**src/rtl/bit_serial_pkg.sv**
```systemverilog
// Shared types and constants for the bit-serial adder and its LUT full adder.
package bit_serial_pkg;

  // Default operand/sum width.
  localparam int BS_WIDTH_DEF = 8;

  // Controller states.
  typedef enum logic [1:0] {
    ST_IDLE,
    ST_SHIFT,
    ST_DONE
  } bs_state_t;

  // Full-adder truth tables. The index is {A, B, CIN}.
  // Sum is the parity of the three inputs.
  localparam logic [7:0] FA_SUM_LUT  = 8'b1001_0110;
  // Carry is the majority of the three inputs.
  localparam logic [7:0] FA_COUT_LUT = 8'b1110_1000;

  // Ripple incrementer built from XOR/AND gates. The full adder is the only
  // arithmetic block in the design, so the bit counter does not use an adder.
  function automatic logic [31:0] bs_incr(input logic [31:0] x);
    logic [31:0] y;
    logic        carry;
    carry = 1'b1;
    for (int i = 0; i < 32; i++) begin
      y[i]  = x[i] ^ carry;
      carry = carry & x[i];
    end
    return y;
  endfunction

endpackage

```
**src/rtl/bit_serial_adder_fa.sv**
```systemverilog
// Q3_MIX_LUTS: 1-bit full adder implemented as two 3-input lookup tables.
module Q3_MIX_LUTS
  import bit_serial_pkg::*;
(
  input  logic A,
  input  logic B,
  input  logic CIN,
  output logic S,
  output logic COUT
);

  logic [2:0] w_idx;

  assign w_idx = {A, B, CIN};
  assign S     = FA_SUM_LUT[w_idx];
  assign COUT  = FA_COUT_LUT[w_idx];

endmodule

```
**src/rtl/bit_serial_adder.sv**
```systemverilog
// bit_serial_adder: adds two WIDTH-bit operands one bit per clock, LSB first,
// by driving a single LUT full adder. Start/done handshake; one job at a time.
module bit_serial_adder
  import bit_serial_pkg::*;
#(
  parameter int WIDTH = BS_WIDTH_DEF
) (
  input  logic             clk,
  input  logic             rst,
  input  logic             start,
  input  logic [WIDTH-1:0] a,
  input  logic [WIDTH-1:0] b,
  input  logic             cin_init,
  output logic             busy,
  output logic             done,
  output logic [WIDTH-1:0] sum,
  output logic             cout
);

  localparam int CW = $clog2(WIDTH);
  localparam logic [CW-1:0] LAST_COUNT = CW'(WIDTH - 1);

  bs_state_t r_state;
  bs_state_t w_next_state;

  logic [WIDTH-1:0] r_a_sr;
  logic [WIDTH-1:0] r_b_sr;
  logic [WIDTH-1:0] r_sum_sr;
  logic             r_carry;
  logic [CW-1:0]    r_count;
  logic [WIDTH-1:0] r_sum;
  logic             r_cout;

  logic             w_load;
  logic             w_shift;
  logic             w_last;
  logic             w_s;
  logic             w_cout;
  logic [WIDTH-1:0] w_sum_next;
  logic [CW-1:0]    w_count_inc;

  // The one and only adder: sees the current LSBs and the running carry.
  Q3_MIX_LUTS u_fa (
    .A    (r_a_sr[0]),
    .B    (r_b_sr[0]),
    .CIN  (r_carry),
    .S    (w_s),
    .COUT (w_cout)
  );

  assign w_last      = (r_count == LAST_COUNT);
  // New sum bit enters at the MSB; after WIDTH shifts bit 0 holds the LSB.
  assign w_sum_next  = WIDTH'({w_s, r_sum_sr} >> 1);
  assign w_count_inc = CW'(bs_incr(32'(r_count)));

  // State register.
  always_ff @(posedge clk) begin
    // NOTE: sequential state uses non-blocking assignments so every register
    // samples pre-edge values, independent of statement order.
    if (rst) begin
      r_state <= ST_IDLE;
    end else begin
      r_state <= w_next_state;
    end
  end

  // Next-state logic and datapath control strobes.
  always_comb begin
    // NOTE: every output of this block gets a default first, so no path leaves
    // a signal unassigned and no latch is inferred.
    w_next_state = r_state;
    w_load       = 1'b0;
    w_shift      = 1'b0;
    case (r_state)
      ST_IDLE: begin
        if (start) begin
          w_load       = 1'b1;
          w_next_state = ST_SHIFT;
        end
      end
      ST_SHIFT: begin
        w_shift = 1'b1;
        if (w_last) begin
          w_next_state = ST_DONE;
        end
      end
      ST_DONE: begin
        w_next_state = ST_IDLE;
      end
      default: begin
        w_next_state = ST_IDLE;
      end
    endcase
  end

  // Operand/sum shift registers, carry and bit counter.
  always_ff @(posedge clk) begin
    if (rst) begin
      r_a_sr   <= '0;
      r_b_sr   <= '0;
      r_sum_sr <= '0;
      r_carry  <= 1'b0;
      r_count  <= '0;
    end else if (w_load) begin
      r_a_sr   <= a;
      r_b_sr   <= b;
      r_carry  <= cin_init;
      r_count  <= '0;
    end else if (w_shift) begin
      r_a_sr   <= r_a_sr >> 1;
      r_b_sr   <= r_b_sr >> 1;
      r_sum_sr <= w_sum_next;
      r_carry  <= w_cout;
      // Wrap to zero on the last bit so the counter never exceeds WIDTH-1.
      r_count  <= w_last ? '0 : w_count_inc;
    end
  end

  // Result registers: updated only on the final shift, held otherwise.
  always_ff @(posedge clk) begin
    if (rst) begin
      r_sum  <= '0;
      r_cout <= 1'b0;
    end else if (w_shift && w_last) begin
      r_sum  <= w_sum_next;
      r_cout <= w_cout;
    end
  end

  assign busy = (r_state != ST_IDLE);
  assign done = (r_state == ST_DONE);
  assign sum  = r_sum;
  assign cout = r_cout;

endmodule

```
**config.mk**
```make
export PLATFORM = sky130hd
export DESIGN_NAME = bit_serial_adder
export DESIGN_NICKNAME = d
export VERILOG_FILES = /design/src/rtl/bit_serial_pkg.sv /design/src/rtl/bit_serial_adder_fa.sv /design/src/rtl/bit_serial_adder.sv
export SDC_FILE = /design/constraint.sdc
export NUM_CORES = 1
export LEC_CHECK = 0
export CAP_MARGIN = 20
export CORE_MARGIN = 4
export CORE_UTILIZATION = 54
export DETAILED_ROUTE_END_ITERATION = 12
export PLACE_DENSITY = 0.82
export SLEW_MARGIN = 20
export SYNTH_ARGS = -nofsm -noshare
export SYNTH_HDL_FRONTEND = slang
export SYNTH_SLANG_ARGS = --single-unit
```
**constraint.sdc**
```tcl
create_clock -name clk -period 4 [get_ports clk]
set_clock_uncertainty 0.05 [all_clocks]
set_input_delay 0.8 -clock clk [delete_from_list [all_inputs] [get_ports clk]]
set_output_delay 0.8 -clock clk [all_outputs]
set_load 0.05 [all_outputs]
```
# After elaboration in Yosys (flattened, before gate mapping)
# Memory sizes are Yosys's and may differ from the RTL's. A register that Yosys moved wholly into a read port is not among the register bits.
# Cells that the tools add are included.
dict set report totals {
  ff_bits 39
  rom_bits 16
  elab_cells 47
  n_memories 2
  in_bits 20
}
dict set report op_classes {
  bitwise_logic 5
  mux 19
  n_eq_ne 5
  reduce_logical 7
  n_lt_le_gt_ge 1
}
# memory words width read_ports rd_clocked_by_memory_dff write_ports line_no
set mem_list {}
lappend mem_list {{(no name shown)} 8 1 1 1 0 bit_serial_adder_fa.sv:15} ;# assign S = FA_SUM_LUT[w_idx];
lappend mem_list {{(no name shown)} 8 1 1 1 0 bit_serial_adder_fa.sv:16} ;# assign COUT = FA_COUT_LUT[w_idx];
# cell count
set op_table {}
lappend op_table {{2-to-1 mux 8 bit} 4}
lappend op_table {{2-to-1 mux 3 bit} 5}
lappend op_table {{2-to-1 mux 1 bit} 7}
lappend op_table {{less-than comparator 3 x 4 -> 1 bit, second input constant} 1}
lappend op_table {{2-to-1 mux 2 bit} 2}
lappend op_table {{inequality test 2 bit, second input constant} 2}
lappend op_table {{one-hot mux 2 bit (2 select lines)} 1}
lappend op_table {{AND reduction 2 bit} 2}
lappend op_table {{nonzero test 2 bit} 2}
lappend op_table {{equality test 3 bit, second input constant} 1}
lappend op_table {{equality test 2 x 1 -> 1 bit, second input constant} 1}
lappend op_table {{equality test 2 bit, second input constant} 1}
lappend op_table {{logical NOT 2 bit} 1}
lappend op_table {{inverter 1 bit} 2}
lappend op_table {{OR reduction 2 bit} 1}
lappend op_table {{XOR 1 bit} 2}
lappend op_table {{AND 1 bit} 1}
lappend op_table {{logical AND 1 bit} 1}

# Longest topological paths before layout
# Gate-level depths: netlist of run 1.
dict set report logic_depth {
  word_depth 6
  mapped_depth 8
  depth_no_buf 6
}

# Modules after synthesis
# From an unflattened synthesis of run 1, not the netlist that was laid out.
dict set report unflattened {
  hier_cells 202
  hier_area_um2 1666.6
}
# mod seq_area_each_um2 area_per_inst_um2 instances cells_per_inst
set modules_own_cells {}
lappend modules_own_cells {bit_serial_adder 760.7 1616.6 1 195}
lappend modules_own_cells {Q3_MIX_LUTS 0.0 50.0 1 7}

# Worst setup path before layout of run 1
# No wires, ideal clock.
dict set report synth_timing {
  kind {input to register}
  start {input port start}
  end {register u_fa.S (netlist name)}
  arrival_time_ps 1909
  stages 5
  required_ps 3814
  path_slack_ps 1904
  path_cell_list {nor3b_4 nand2_1 a31o_2 ha_1 xor2_1}
}
# item line_no
set synth_lines {}
lappend synth_lines {{start: declaration} bit_serial_adder.sv:10} ;# input logic start,

# Worst setup path in the final report of run 1
dict set report layout_timing {
  start {register r_state[0]}
  end {output port busy}
}
dict set report layout_via {
  elab_chain_cells 1
}
# item line_no
set layout_lines {}
lappend layout_lines {{start: declaration} bit_serial_adder.sv:23} ;# bs_state_t r_state;
lappend layout_lines {{start signal: assignment} bit_serial_adder.sv:63} ;# r_state <= w_next_state;
lappend layout_lines {{nonzero test 2 bit} bit_serial_adder.sv:130} ;# assign busy = (r_state != ST_IDLE);
lappend layout_lines {{end: declaration} bit_serial_adder.sv:14} ;# output logic busy,
# Every way passes these cells.

==> results of run 1 <==
## per-stage QoR
| step | area, um^2 | power, W | worst slack (ns) | hold WS [ns] | std cells |
|---|---|---|---|---|---|
| floorplan | 1640 | 0.000494 | 1.90 | 0.382 | 186 |
| global placement | 1930 | 0.000522 | 1.22 | 0.391 | 235 |
| detailed placement | 1930 | 0.000528 | 1.13 | 0.396 | 235 |
| CTS | 2010 | 0.000789 | 1.22 | 0.414 | 243 |
| global route | 2010 | 0.000821 | 1.12 | 0.436 | 243 |
| finish | 2010 | 0.000783 | 1.23 | 0.410 | 243 |
## where the power goes
part            total, W  internal (W)  switching [W]  leakage (nW)
combinational  0.0000937     0.0000433      0.0000504         0.334
clock           0.000264      0.000130       0.000134        0.0412
sequential      0.000426      0.000415      0.0000106         0.326
total           0.000783      0.000589       0.000195         0.701
## cells by family (layout without fill, tap and decap cells)
kind of cell             after synthesis  count (layout)
buffers and inverters                 17              43
AND/OR/NAND/NOR                       69              69
XOR/XNOR                               1               1
flip-flops                            40              40
multiplexers                           3               3
adder cells (fa/ha/maj)                4               4
AO/OA/AOI/OAI                         52              52
## worst max-delay path, cell delays in order, from the launching register on
cell and delay [ns]:
dfxtp_1 0.58, or2_2 0.18, clkdlybuf4s50_1 0.79
## layer usage
metal / vias up / global-route usage, %
met3: 11 / 6.93
met2: 47 / 29.9
met1: 644 / 23.8
met5: - / 0
met4: 0 / 10.2
li1: 695 / -
## registers in the layout, summed over array words and instances (netlist names)
name       flops
u_fa.COUT      1
r_a_sr         8
u_fa.S         1
r_state        2
sum            8
r_sum_sr       7
r_carry        1
r_count        3
r_b_sr         8
cout           1
## path summary, 6_finish.rpt
check,startpoint,end,cells past startpoint
worst min-delay path,sum[6],sum[6],2
worst max-delay path,r_state[0],busy,2
worst max register to register,r_state[0],u_fa.S,5
worst min register to register,sum[6],sum[6],2
## synth_stat cells, drive strengths merged
| master | instances | share of area [%] |
|---|---|---|
| a31o | 2 | 1.1 |
| xor2 | 1 | 0.54 |
| nand3b | 1 | 0.46 |
| buf | 7 | 2.8 |
| o21a | 1 | 0.46 |
| nor2 | 2 | 0.46 |
| a211oi | 1 | 0.46 |
| ha | 4 | 3.1 |
| or2 | 1 | 0.38 |
| a2111oi | 1 | 1.7 |
| mux2i | 3 | 1.8 |
| o21bai | 1 | 1.1 |
| nor3 | 2 | 0.61 |
| nand3 | 11 | 3.4 |
| a31oi | 4 | 1.5 |
| or3b | 1 | 0.54 |
| nor2b | 2 | 0.76 |
| dfxtp | 40 | 49 |
| clkbuf | 8 | 1.8 |
| nor3b | 2 | 1.6 |
| a22oi | 12 | 5.5 |
| or3 | 1 | 0.38 |
| a21oi | 30 | 9.2 |
| nand2b | 1 | 0.38 |
| nor4b | 1 | 0.54 |
| inv | 2 | 0.46 |
| nand2 | 44 | 10 |
## cell type report
cell class	count	area, um^2	area share, %
Timing Repair Buffer	33	323	16.1
Clock inverter	3	42.5	2.12
Multi-Input combinational cell	129	756	37.7
Inverter	2	7.51	0.374
Clock buffer	5	37.5	1.87
Tap cell	31	38.8	1.93
Sequential cell	40	801	39.9
==> run_results.csv, run 1 <==
group,metric,value,unit
cts,post_cts_buffers,0,
finish,drive_above_1_share,8.96,%
cts,ctsLongestPathBuffers,2,
power,peakVddDrop,0.000290,V
worst_setup_path,ff2ff_setup_slack,1.95,ns
synthesis,yosys_register_bits,40,
sta,max_slew_margin,57.8,%
worst_setup_path,endpoint_kind,"output port",
worst_setup_path,critical_path.max_fanout,10,
synthesis,synth_compound_area_share,21.0,%
detailed_routing,first_pass_iters,4,
cts,cts_hold_buf,0,
finish,syn_to_final_growth,22.6,%
worst_setup_path,worstSetupPathType,"reg -> out",
floorplanning,die_x,63.1,um
sta,rsz0062_at_grt,"no",
cts,cts_root_buffer,"clkbuf_4",
detailed_routing,via_per_inst,5.75,
finish,fillers,222,
power,power_leakage,0.701,nW
global_routing,grt_pass1_vias,1351,
placement,post-dp-hpwl,2410,um
synthesis,ys_warn_count,0,
finish,post-route-util,70.9,%
detailed_routing,dr_wl_met3,266,um
finish,layout_commonest_cell,"nand2_1",
sta,fin_crit_sh,69.1,%
synthesis,synth_top_family_by_area,"compound AO/OA/AOI/OAI gates",
cts,cts_tree,"yes",
detailed_routing,avgRoutedWirePerCell,14.5,um
global_routing,grt_max_degree,43,
detailed_routing,vias,1397,
floorplanning,core_area,2830,um^2
global_routing,grt_usage,19.5,%
job,cap_violations,0,
sta,setup_viol,0,
worst_setup_path,cp.required,3.15,ns
synthesis,synth.area.mux_share,1.83,%
worst_setup_path,start_kind,"flip-flop",
cts,path_clk_slew,0.12,ns
synthesis,synth_xor_area_share,0.535,%
sta,period_minus_slack,2.77,ns
worst_hold_path,hold_path_class,"reg -> reg",
synthesis,syn-cell-area,1640,um^2
cts,cts.sinks,40,
global_routing,grt_first_pass_wirelength,6040,um
worst_setup_path,crit_arrival,1.92,ns
global_routing,grt_overflow,0,
detailed_routing,ant_nets,0,
detailed_routing,wl_met1,1460,um
finish,final_cell_mix,"44 x nand2_1, 40 x dfxtp_1, 30 x a21oi_1, 30 x clkdlybuf4s50_1, 12 x a22oi_1",
global_routing,antenna_found_initial,0,
synthesis,ys_types,31,
outcome,run_status,"complete, no violations",
detailed_routing,drt-total-wl,3530,um
cts,insertion_delay,0.36,ns
sta,tns,0,ns
cts,htreeDepth,2,
synthesis,synth.avg_cell_area,8.80,um^2
sta,hold_viol_final,0,
detailed_routing,drt_iter0_drc,128,
floorplanning,fp.dieH,63.1,um
synthesis,syn_inst,186,
placement,portBuffers,30,
synthesis,synth-adder-area-share,3.06,%
synthesis,synthSimpleGateAreaFrac,19.6,%
placement,gp_congestion,0.804,
sta,slew_violations,0,
detailed_routing,dr.max_layer_used,"met4",
synthesis,syn_nets,210,
sta,tightestPinTransition,0.624,ns
cts,cts_made_buffers,5,
floorplanning,ios,31,
floorplanning,initial_utilization,57.9,%
finish,diodes,0,
detailed_routing,wl_met2,1710,um
synthesis,synth-seq-area-share,48.9,%
cts,ctsResizeCount,0,
floorplanning,fp.dieArea,3980,um^2
floorplanning,rows,19,
detailed_routing,drc,0,
sta,fmax,362,MHz
power,power_density,391,nW/um^2
finish,fin_nets,235,
No activity file was read; power rests on OpenSTA's default activity.
==> run 2, diff against run 1 <==
Settings changed: CORE_UTILIZATION 54 to 50, PLACE_DENSITY 0.82 to 0.77.
Clock period 4 ns to 2.7 ns, I/O delays scaled along.
==> run 2 against run 1 <==
Compared with the run above:
- die area rose by 7.0%
- first-iteration DRC count shrank 29%
- wire length down 5.1%
- worst setup slack lost 1.0 ns
- sequential share of layout area fell by 0.47 points
- final cell count grew 5.8%
- global-route usage down 2.3 points
- largest cell class unchanged
- highest routed layer unchanged
==> run_results.csv, run 2 (synthesis results as in run 1) <==
group,metric,value,unit
outcome,run_status,"complete, no violations",
floorplanning,fp.dieH,65.2,um
worst_setup_path,cp.required,2.11,ns
detailed_routing,drc,0,
placement,portBuffers,30,
floorplanning,ios,31,
cts,cts_root_buffer,"clkbuf_4",
detailed_routing,avgRoutedWirePerCell,13.0,um
detailed_routing,ant_nets,0,
cts,htreeDepth,2,
sta,slew_violations,0,
sta,fin_crit_sh,92.6,%
floorplanning,die_x,65.2,um
floorplanning,rows,20,
cts,cts.sinks,40,
placement,gp_congestion,0.771,
worst_setup_path,endpoint_kind,"output port",
sta,tightestPinTransition,0.516,ns
finish,layout_commonest_cell,"nand2_1",
worst_setup_path,start_kind,"flip-flop",
sta,period_minus_slack,2.50,ns
sta,tns,0,ns
power,power_density,569,nW/um^2
detailed_routing,wl_met1,1530,um
cts,post_cts_buffers,0,
sta,setup_viol,0,
cts,cts_tree,"yes",
detailed_routing,dr_wl_met3,183,um
floorplanning,initial_utilization,52.7,%
finish,fillers,291,
power,power_leakage,0.706,nW
global_routing,grt_usage,17.2,%
sta,max_slew_margin,65.1,%
finish,drive_above_1_share,9.39,%
cts,cts_made_buffers,5,
cts,insertion_delay,0.33,ns
global_routing,grt_pass1_vias,1269,
sta,fmax,400,MHz
cts,ctsResizeCount,0,
cts,cts_hold_buf,0,
worst_setup_path,crit_arrival,1.91,ns
detailed_routing,first_pass_iters,4,
sta,hold_viol_final,0,
detailed_routing,via_per_inst,5.40,
finish,post-route-util,65.4,%
global_routing,grt_max_degree,25,
detailed_routing,drt-total-wl,3350,um
cts,path_clk_slew,0.13,ns
floorplanning,fp.dieArea,4250,um^2
worst_hold_path,hold_path_class,"reg -> reg",
job,cap_violations,0,
global_routing,grt_first_pass_wirelength,5780,um
finish,diodes,0,
cts,ctsLongestPathBuffers,2,
detailed_routing,dr.max_layer_used,"met4",
worst_setup_path,critical_path.max_fanout,10,
detailed_routing,vias,1387,
global_routing,grt_overflow,0,
finish,fin_nets,236,
detailed_routing,drt_iter0_drc,91,
floorplanning,core_area,3100,um^2
power,peakVddDrop,0.000371,V
worst_setup_path,worstSetupPathType,"reg -> out",
placement,post-dp-hpwl,2300,um
finish,syn_to_final_growth,24.0,%
detailed_routing,wl_met2,1590,um
global_routing,antenna_found_initial,0,
finish,final_cell_mix,"44 x nand2_1, 40 x dfxtp_1, 30 x a21oi_1, 30 x clkdlybuf4s50_1, 12 x a22oi_1",
sta,rsz0062_at_grt,"no",
==> run 2: final cells by class <==
type,instances,area [um^2],share of cell area (%)
Clock buffer,5,37.5,1.85
Clock inverter,3,42.5,2.10
Inverter,2,7.51,0.370
Multi-Input combinational cell,129,756,37.2
Sequential cell,40,801,39.5
Tap cell,44,55.1,2.71
Timing Repair Buffer,34,330,16.3
==> run 2: worst paths after layout <==
check                   from      to  slack (ns)  cells after the start
hold / removal        sum[4]  sum[4]        0.41                      2
hold reg to reg       sum[4]  sum[4]        0.41                      2
setup reg to reg  r_state[0]  u_fa.S        0.60                      5
setup / recovery  r_state[0]    busy        0.20                      2
==> run 2: worst max-delay path: stages, from the launching register on <==
cell             delay, ns
dfxtp_1               0.60
or2_2                 0.19
clkdlybuf4s50_1       0.79
==> run 2: routing by layer <==
metal,vias to the layer above,global-route usage (%)
met5,-,0
met4,0,6.22
met3,4,4.27
met2,39,27.3
met1,642,22.6
li1,702,-
==> run 2: metrics by stage <==
stage	std cells	instance area [um^2]	total power (W)	hold WS (ns)	setup slack [ns]
after floorplan	186	1640	0.000731	0.382	0.864
after global placement	249	1950	0.000775	0.393	0.280
after detailed placement	249	1950	0.000782	0.396	0.207
after CTS	257	2030	0.00116	0.413	0.178
after global routing	257	2030	0.00121	0.432	0.114
final	257	2030	0.00115	0.411	0.200
==> run 2: where the power goes <==
group | internal (W) | switching (W)
Clock | 0.000193 | 0.000193
Combinational | 0.0000648 | 0.0000729
Sequential | 0.000615 | 0.0000161
Total | 0.000873 | 0.000282
